<file path="src/rtl/fir_decim_quant.sv">
// fir_decim_quant: decimates a 32-bit FIR output stream, requantises kept
// samples to 16 bits with saturation, and buffers them in a small output FIFO.
// Optional feature: define FIR_DQ_ROUND_EN for round-half-up requantisation;
// without it the requantiser truncates toward minus infinity.
module fir_decim_quant #(
  parameter int unsigned FIFO_DEPTH = 4
) (
  input  logic        clk,
  input  logic        reset,
  input  logic [31:0] in_data,
  input  logic        in_valid,
  input  logic [3:0]  shift,
  input  logic [2:0]  decim,
  output logic [15:0] out_data,
  output logic        out_valid,
  input  logic        out_ready,
  output logic        sat_flag,
  output logic        ovf_flag
);

  localparam int unsigned AW = (FIFO_DEPTH > 1) ? $clog2(FIFO_DEPTH) : 1;
  localparam int unsigned CW = AW + 1;
  localparam logic [CW-1:0] FULL_COUNT = CW'(FIFO_DEPTH);

  logic [2:0]           phase;
  logic                 keep;
  logic [2:0]           phase_next;

  logic [32:0]          rnd;
  logic signed [32:0]   sum;
  logic signed [32:0]   shifted;
  logic [15:0]          quant;
  logic                 clip;

  logic                 s1_valid;
  logic [15:0]          s1_data;

  logic [15:0]          mem [FIFO_DEPTH];
  logic [AW-1:0]        wr_ptr;
  logic [AW-1:0]        rd_ptr;
  logic [AW-1:0]        rd_next;
  logic [CW-1:0]        count;
  logic [CW-1:0]        count_popped;
  logic [CW-1:0]        count_next;
  logic                 full;
  logic                 pop;
  logic                 push;
  logic [15:0]          head_next;

  // Phase counter decision: keep on phase 0, wrap once the current decim is reached.
  always_comb begin
    keep       = (phase == 3'd0);
    phase_next = (phase >= decim) ? 3'd0 : phase + 3'd1;
  end

  // Requantiser: widen to 33 bits, add rounding offset, shift, then clip to 16 bits.
  always_comb begin
`ifdef FIR_DQ_ROUND_EN
    rnd = (shift != 4'd0) ? (33'd1 << (shift - 4'd1)) : '0;
`else
    rnd = '0;
`endif
    sum     = $signed({in_data[31], in_data}) + $signed(rnd);
    shifted = sum >>> shift;
    clip    = 1'b0;
    quant   = shifted[15:0];
    if (shifted > 33'sd32767) begin
      quant = 16'h7FFF;
      clip  = 1'b1;
    end else if (shifted < -33'sd32768) begin
      quant = 16'h8000;
      clip  = 1'b1;
    end
  end

  // FIFO control: pop on handshake, push stage-1 unless full without a pop.
  // out_data is a register that tracks the head; when the newly written entry
  // becomes the head in the same edge, it is forwarded straight from stage 1.
  always_comb begin
    full         = (count == FULL_COUNT);
    pop          = out_valid && out_ready;
    push         = s1_valid && (!full || pop);
    rd_next      = pop ? rd_ptr + AW'(1) : rd_ptr;
    count_popped = pop ? count - CW'(1) : count;
    count_next   = push ? count_popped + CW'(1) : count_popped;
    head_next    = out_data;
    if (count_next != '0) begin
      head_next = (push && count_popped == '0) ? s1_data : mem[rd_next];
    end
  end

  // State update: phase counter, stage-1 register, FIFO storage and sticky flags.
  always_ff @(posedge clk) begin
    if (reset) begin
      phase     <= '0;
      s1_valid  <= 1'b0;
      s1_data   <= '0;
      wr_ptr    <= '0;
      rd_ptr    <= '0;
      count     <= '0;
      out_data  <= '0;
      out_valid <= 1'b0;
      sat_flag  <= 1'b0;
      ovf_flag  <= 1'b0;
    end else begin
      s1_valid <= in_valid && keep;
      if (in_valid) begin
        phase <= phase_next;
        if (keep) begin
          s1_data <= quant;
          if (clip) sat_flag <= 1'b1;
        end
      end
      if (push) begin
        mem[wr_ptr] <= s1_data;
        wr_ptr      <= wr_ptr + AW'(1);
      end
      if (s1_valid && !push) ovf_flag <= 1'b1;
      rd_ptr    <= rd_next;
      count     <= count_next;
      out_valid <= (count_next != '0);
      out_data  <= head_next;
    end
  end

endmodule

</file>
<file path="config.mk">
export PLATFORM = sky130hd
export DESIGN_NAME = fir_decim_quant
export DESIGN_NICKNAME = d
export VERILOG_FILES = /design/src/rtl/fir_decim_quant.sv
export SDC_FILE = /design/constraint.sdc
export NUM_CORES = 1
export LEC_CHECK = 0
export CORE_MARGIN = 2
export CORE_UTILIZATION = 25
export DETAILED_ROUTE_END_ITERATION = 10
export PLACE_DENSITY = 0.52
export REMOVE_ABC_BUFFERS = 1
export SETUP_SLACK_MARGIN = 0.2
export SYNTH_ARGS = -nofsm -noshare
export SYNTH_HDL_FRONTEND = slang
export SYNTH_SLANG_ARGS = --single-unit
</file>
<file path="constraint.sdc">
create_clock -name clk -period 9.9 [get_ports clk]
set_input_delay 2.97 -clock clk [delete_from_list [all_inputs] [get_ports clk]]
set_output_delay 2.97 -clock clk [all_outputs]
set_load 0.05 [all_outputs]
</file>
==> Flow_metrics.wiki <==
{| class="wikitable"
! Metric !! Value
|-
| Clock slew seen by the registers of the worst setup and hold paths || around 70 ps
|-
| Cell type with the highest aggregate area in the netlist || sky130_fd_sc_hd__edfxtp_1
|-
| TritonCTS clock tree || done
|-
| Clock latency at the later pin of the worst-skew pair || ~340 ps
|-
| Mean number of vias per cell || between 4 and 5
|-
| Final setup violation count || 0
|-
| Number of buffers inserted by port buffering || 61
|-
| Placed Instances || around 900
|-
| Weighted congestion reported at the end of routability-driven placement || slightly below 0.8
|-
| Most common cell in the netlist || sky130_fd_sc_hd__edfxtp_1
|-
| Share of Yosys cell area claimed by the top area cell type || 30.4%
|-
| Leading post-synthesis cells by cell area || sky130_fd_sc_hd__edfxtp_1 (30%), sky130_fd_sc_hd__dfxtp_1 (15%), sky130_fd_sc_hd__mux4_2 (10%)
|-
| Synth-to-Final Area Change || 19.0%
|-
| H-tree levels || 3
|-
| Internal cell power || 1.02 mW
|-
| Synthesized area divided by synthesized cell count || around 12 sq um
|-
| Core outline area || ~25000 sq um
|-
| Number of top-level pins || 62
|-
| Clock buffer count from CTS || 9
|-
| Detailed placement HPWL || 10300 microns
|-
| Unique cell type count in the Yosys netlist || 62
|-
| Sequential group share of total power || roughly 37%
|-
| Maximum buffer depth of the clock tree || 2
|-
| Number of inserted diodes || 0
|-
| Post-Route Skew || slightly below 7 ps
|-
| Switching fraction of total power || between 30% and 40%
|-
| Crit path arrival time || ~6900 ps
|-
| Worst Path Buf+Inv || 2
|-
| Master of the slowest instance on the critical path || sky130_fd_sc_hd__clkdlybuf4s50_1
|-
| Maximum number of pins on one net before global-route repair || 54
|-
| Synth async-reset ratio || 0%
|-
| Number of hold buffers added after cts || 0
|-
| FF/Latch Area || 2840 sq um
|-
| Worst setup SP type || primary input
|-
| Final Net Count || between 600 and 700
|-
| Highest attainable clock frequency || about 0.15 GHz
|-
| Combined area of the multi-input logic cells || between 3000 and 4000 sq um
|-
| Least setup slack across all paths after layout || 3250 ps
|-
| DR pass1 iterations || 5
|-
| Actual slew at the worst max-slew pin || between 1000 and 1500 ps
|-
| Gate count of the mapped netlist || around 530
|-
| Starting density of the core || approximately a quarter
|-
| Share of layout cells above drive strength 1 || between 10 and 15%
|-
| Fin Setup TNS || 0 ps
|-
| Share of total power in the clock network || a little over a quarter
|-
| Final Max Tran Viols || 0
|-
| First-pass GRT wire length || around 24000 microns
|-
| Number of synthesized register bits || 110
|-
| Fraction of the yosys area taken by sequential cells || around 45%
|-
| Unrepaired setup endpoints after global routing || no
|-
| Final routed wirelength across all metal layers || 14200 microns
|-
| Final clock period utilization by the worst path || between 60% and 70%
|-
| Total routing usage reported by global routing || ~11%
|-
| Commonest register cell after synthesis || sky130_fd_sc_hd__edfxtp_1
|-
| Power share of the combinational group || a little over a third
|-
| Synthesized cell area || between 6000 and 7000 sq um
|-
| Remaining design rule violation count || 0
|-
| Slew headroom || ~25%
|-
| Switching power || about 520 uW
|-
| Number of violations of the max-capacitance limit || 0
|-
| Number of standard-cell rows in the floorplan || 58
|-
| HP Class || flop to flop
|-
| Minimum setup slack after placement || 2930 ps
|-
| Element type at the critical path end || flop
|-
| Setup CP Type || primary input to flop
|-
| Critical path fanouts, max || 33
|-
| Top cell types by occurrence after synthesis || sky130_fd_sc_hd__edfxtp_1 (64), sky130_fd_sc_hd__nor2_1 (63), sky130_fd_sc_hd__mux2i_1 (51), sky130_fd_sc_hd__dfxtp_1 (46), sky130_fd_sc_hd__a211oi_1 (38)
|-
| Final hold violation count || 0
|-
| Required time of the worst setup path || between 10000 and 15000 ps
|-
| Antenna violations before repair || 0
|-
| Number of warnings issued by yosys || 0
|-
| Period minus WS final || between 6000 and 7000 ps
|-
| Clock sink count || 110
|-
| Maximum vdd drop || approximately 0.12 mV
|-
| Vias in the first global route || around 4400
|-
| Total die area || about 27000 sq um
|-
| Iteration-0 DRC Markers || 257
|-
| Number of standard cells in the layout, taps in and fillers out || 902
|-
| Total power per unit cell area || between 200 and 250 nW/um^2
|-
| Final core area utilization || between 30% and 40%
|-
| Post-cts repair resize count || 0
|-
| Total global routing overflow || 0
|-
| Vias post-DR || 4311
|-
| Average routed wire per standard cell || around 16 microns
|-
| Fill cell total of the finished layout || 2541
|-
| Root buf cell || sky130_fd_sc_hd__clkbuf_16
|-
| EDFF count, synth || 64
|-
| Cell type group with the largest total delay on the critical path || buffers and inverters
|-
| Stage delay of the slowest cell on the critical path || between 1000 and 1500 ps
|-
| Number of routed nets with antenna violations || 0
|-
| Post-CTS setup buffer count || 0
|-
| DIE HEIGHT || 163 microns
|-
| Worst hold slack across all endpoints || roughly 480 ps
|-
| Crit path cell chain || clkdlybuf4s50_1 -> clkinv_1 -> mux4_2 -> mux2i_1 -> and3_4 -> a31oi_4 -> or3_1 -> a211oi_2
|-
| Outcome || finished, final reports clean
|-
| Width of the chip || between 150 and 200 microns
|-
| Leakage power total || ~2.8 nW
|}
[tightest hold or removal path: stages (launching register included)]
cell                      delay [ps]
sky130_fd_sc_hd__dfxtp_1         330
sky130_fd_sc_hd__a31oi_1          50
sky130_fd_sc_hd__nor2_1           70
[layout by cell type (no fill, tap or decap), types with 2 or more instances in the layout]
cell,count
sky130_fd_sc_hd__edfxtp_1,64
sky130_fd_sc_hd__nor2_1,63
sky130_fd_sc_hd__clkdlybuf4s50_1,59
sky130_fd_sc_hd__mux2i_1,51
sky130_fd_sc_hd__dfxtp_1,46
sky130_fd_sc_hd__a211oi_1,38
sky130_fd_sc_hd__nand2_1,31
sky130_fd_sc_hd__mux4_2,29
sky130_fd_sc_hd__a21oi_1,23
sky130_fd_sc_hd__o21ai_0,15
sky130_fd_sc_hd__ha_1,13
sky130_fd_sc_hd__inv_1,12
sky130_fd_sc_hd__mux4_1,11
sky130_fd_sc_hd__clkbuf_16,9
sky130_fd_sc_hd__nand2b_1,7
sky130_fd_sc_hd__nor3_1,7
sky130_fd_sc_hd__nand3_1,6
sky130_fd_sc_hd__buf_4,6
sky130_fd_sc_hd__xnor2_1,5
sky130_fd_sc_hd__nor2b_1,5
sky130_fd_sc_hd__mux2_2,5
sky130_fd_sc_hd__nor3b_4,4
sky130_fd_sc_hd__or2_2,3
sky130_fd_sc_hd__and2_1,3
sky130_fd_sc_hd__a211o_2,3
sky130_fd_sc_hd__xor2_1,3
sky130_fd_sc_hd__bufinv_16,3
sky130_fd_sc_hd__clkinv_1,2
sky130_fd_sc_hd__o41a_1,2
sky130_fd_sc_hd__o21a_1,2
sky130_fd_sc_hd__a211o_1,2
sky130_fd_sc_hd__o22ai_1,2
sky130_fd_sc_hd__a31oi_1,2
sky130_fd_sc_hd__a21boi_0,2
sky130_fd_sc_hd__buf_2,2
[final timing paths]
kind | from | to | slack, ps | depth (start not counted)
worst min-delay path | ovf_flag$_SDFFE_PP0P_ | ovf_flag$_SDFFE_PP0P_ | 480 | 2
worst max-delay path | shift[2] | s1_data[8]$_SDFFE_PP0P_ | 3250 | 8
worst max register to register | out_valid$_SDFF_PP0_ | out_data[7]$_SDFFE_PP0P_ | 7390 | 5
worst min register to register | ovf_flag$_SDFFE_PP0P_ | ovf_flag$_SDFFE_PP0P_ | 480 | 2
[cell families (layout without fill, tap and decap cells)]
logic type / after synthesis / in the layout / share of synthesized area, %
simple gates: 139 / 139 / 10.1
mux: 96 / 96 / 23.9
xor+xnor: 9 / 9 / 1.25
buf+inv: 51 / 97 / 5.14
fa+ha+maj: 13 / 13 / 2.57
compound gates: 108 / 108 / 12.1
flops: 110 / 110 / 45.0
[layer usage]
metal	routed length (microns)	global-route usage (%)	up-vias	part of all wire (%)
li1	-	-	2092	-
met1	6940	15.1	2124	49
met2	6640	18.3	78	47
met3	403	1.73	17	2.8
met4	230	3.34	0	1.6
met5	0	0	-	0
[registers in the layout (all words and copies together), names as in the netlist, 2 cells and up]
name / count
wr_ptr: 2
out_data: 16
phase: 3
count: 3
mem: 64
rd_ptr: 2
s1_data: 16
[through the flow]
| step | power (mW) | area (sq um) |
|---|---|---|
| 5_1_grt | 1.64 | 7520 |
| 4_1_cts | 1.57 | 7520 |
| 2_1_floorplan | 0.971 | 6050 |
| 6_report | 1.54 | 7520 |
| 3_5_place_dp | 1.16 | 7180 |
| 3_3_place_gp | 1.15 | 7180 |
[power groups by stage]
stage	combinational (mW)	clock [mW]	sequential, mW
floorplan	0.301	0	0.670
finish	0.565	0.405	0.573
global placement	0.565	0	0.580
global route	0.623	0.434	0.581
CTS	0.575	0.416	0.575
detailed placement	0.574	0	0.585
[layout make-up]
cell class	instances	share of cell area, %
Tap cell	330	5.49
Multi-Input combinational cell	365	42.9
Clock inverter	7	1.60
Clock buffer	9	2.99
Inverter	14	0.698
Timing Repair Buffer	67	8.58
Sequential cell	110	37.8
Note: power is estimated with default switching activity, not from simulation.
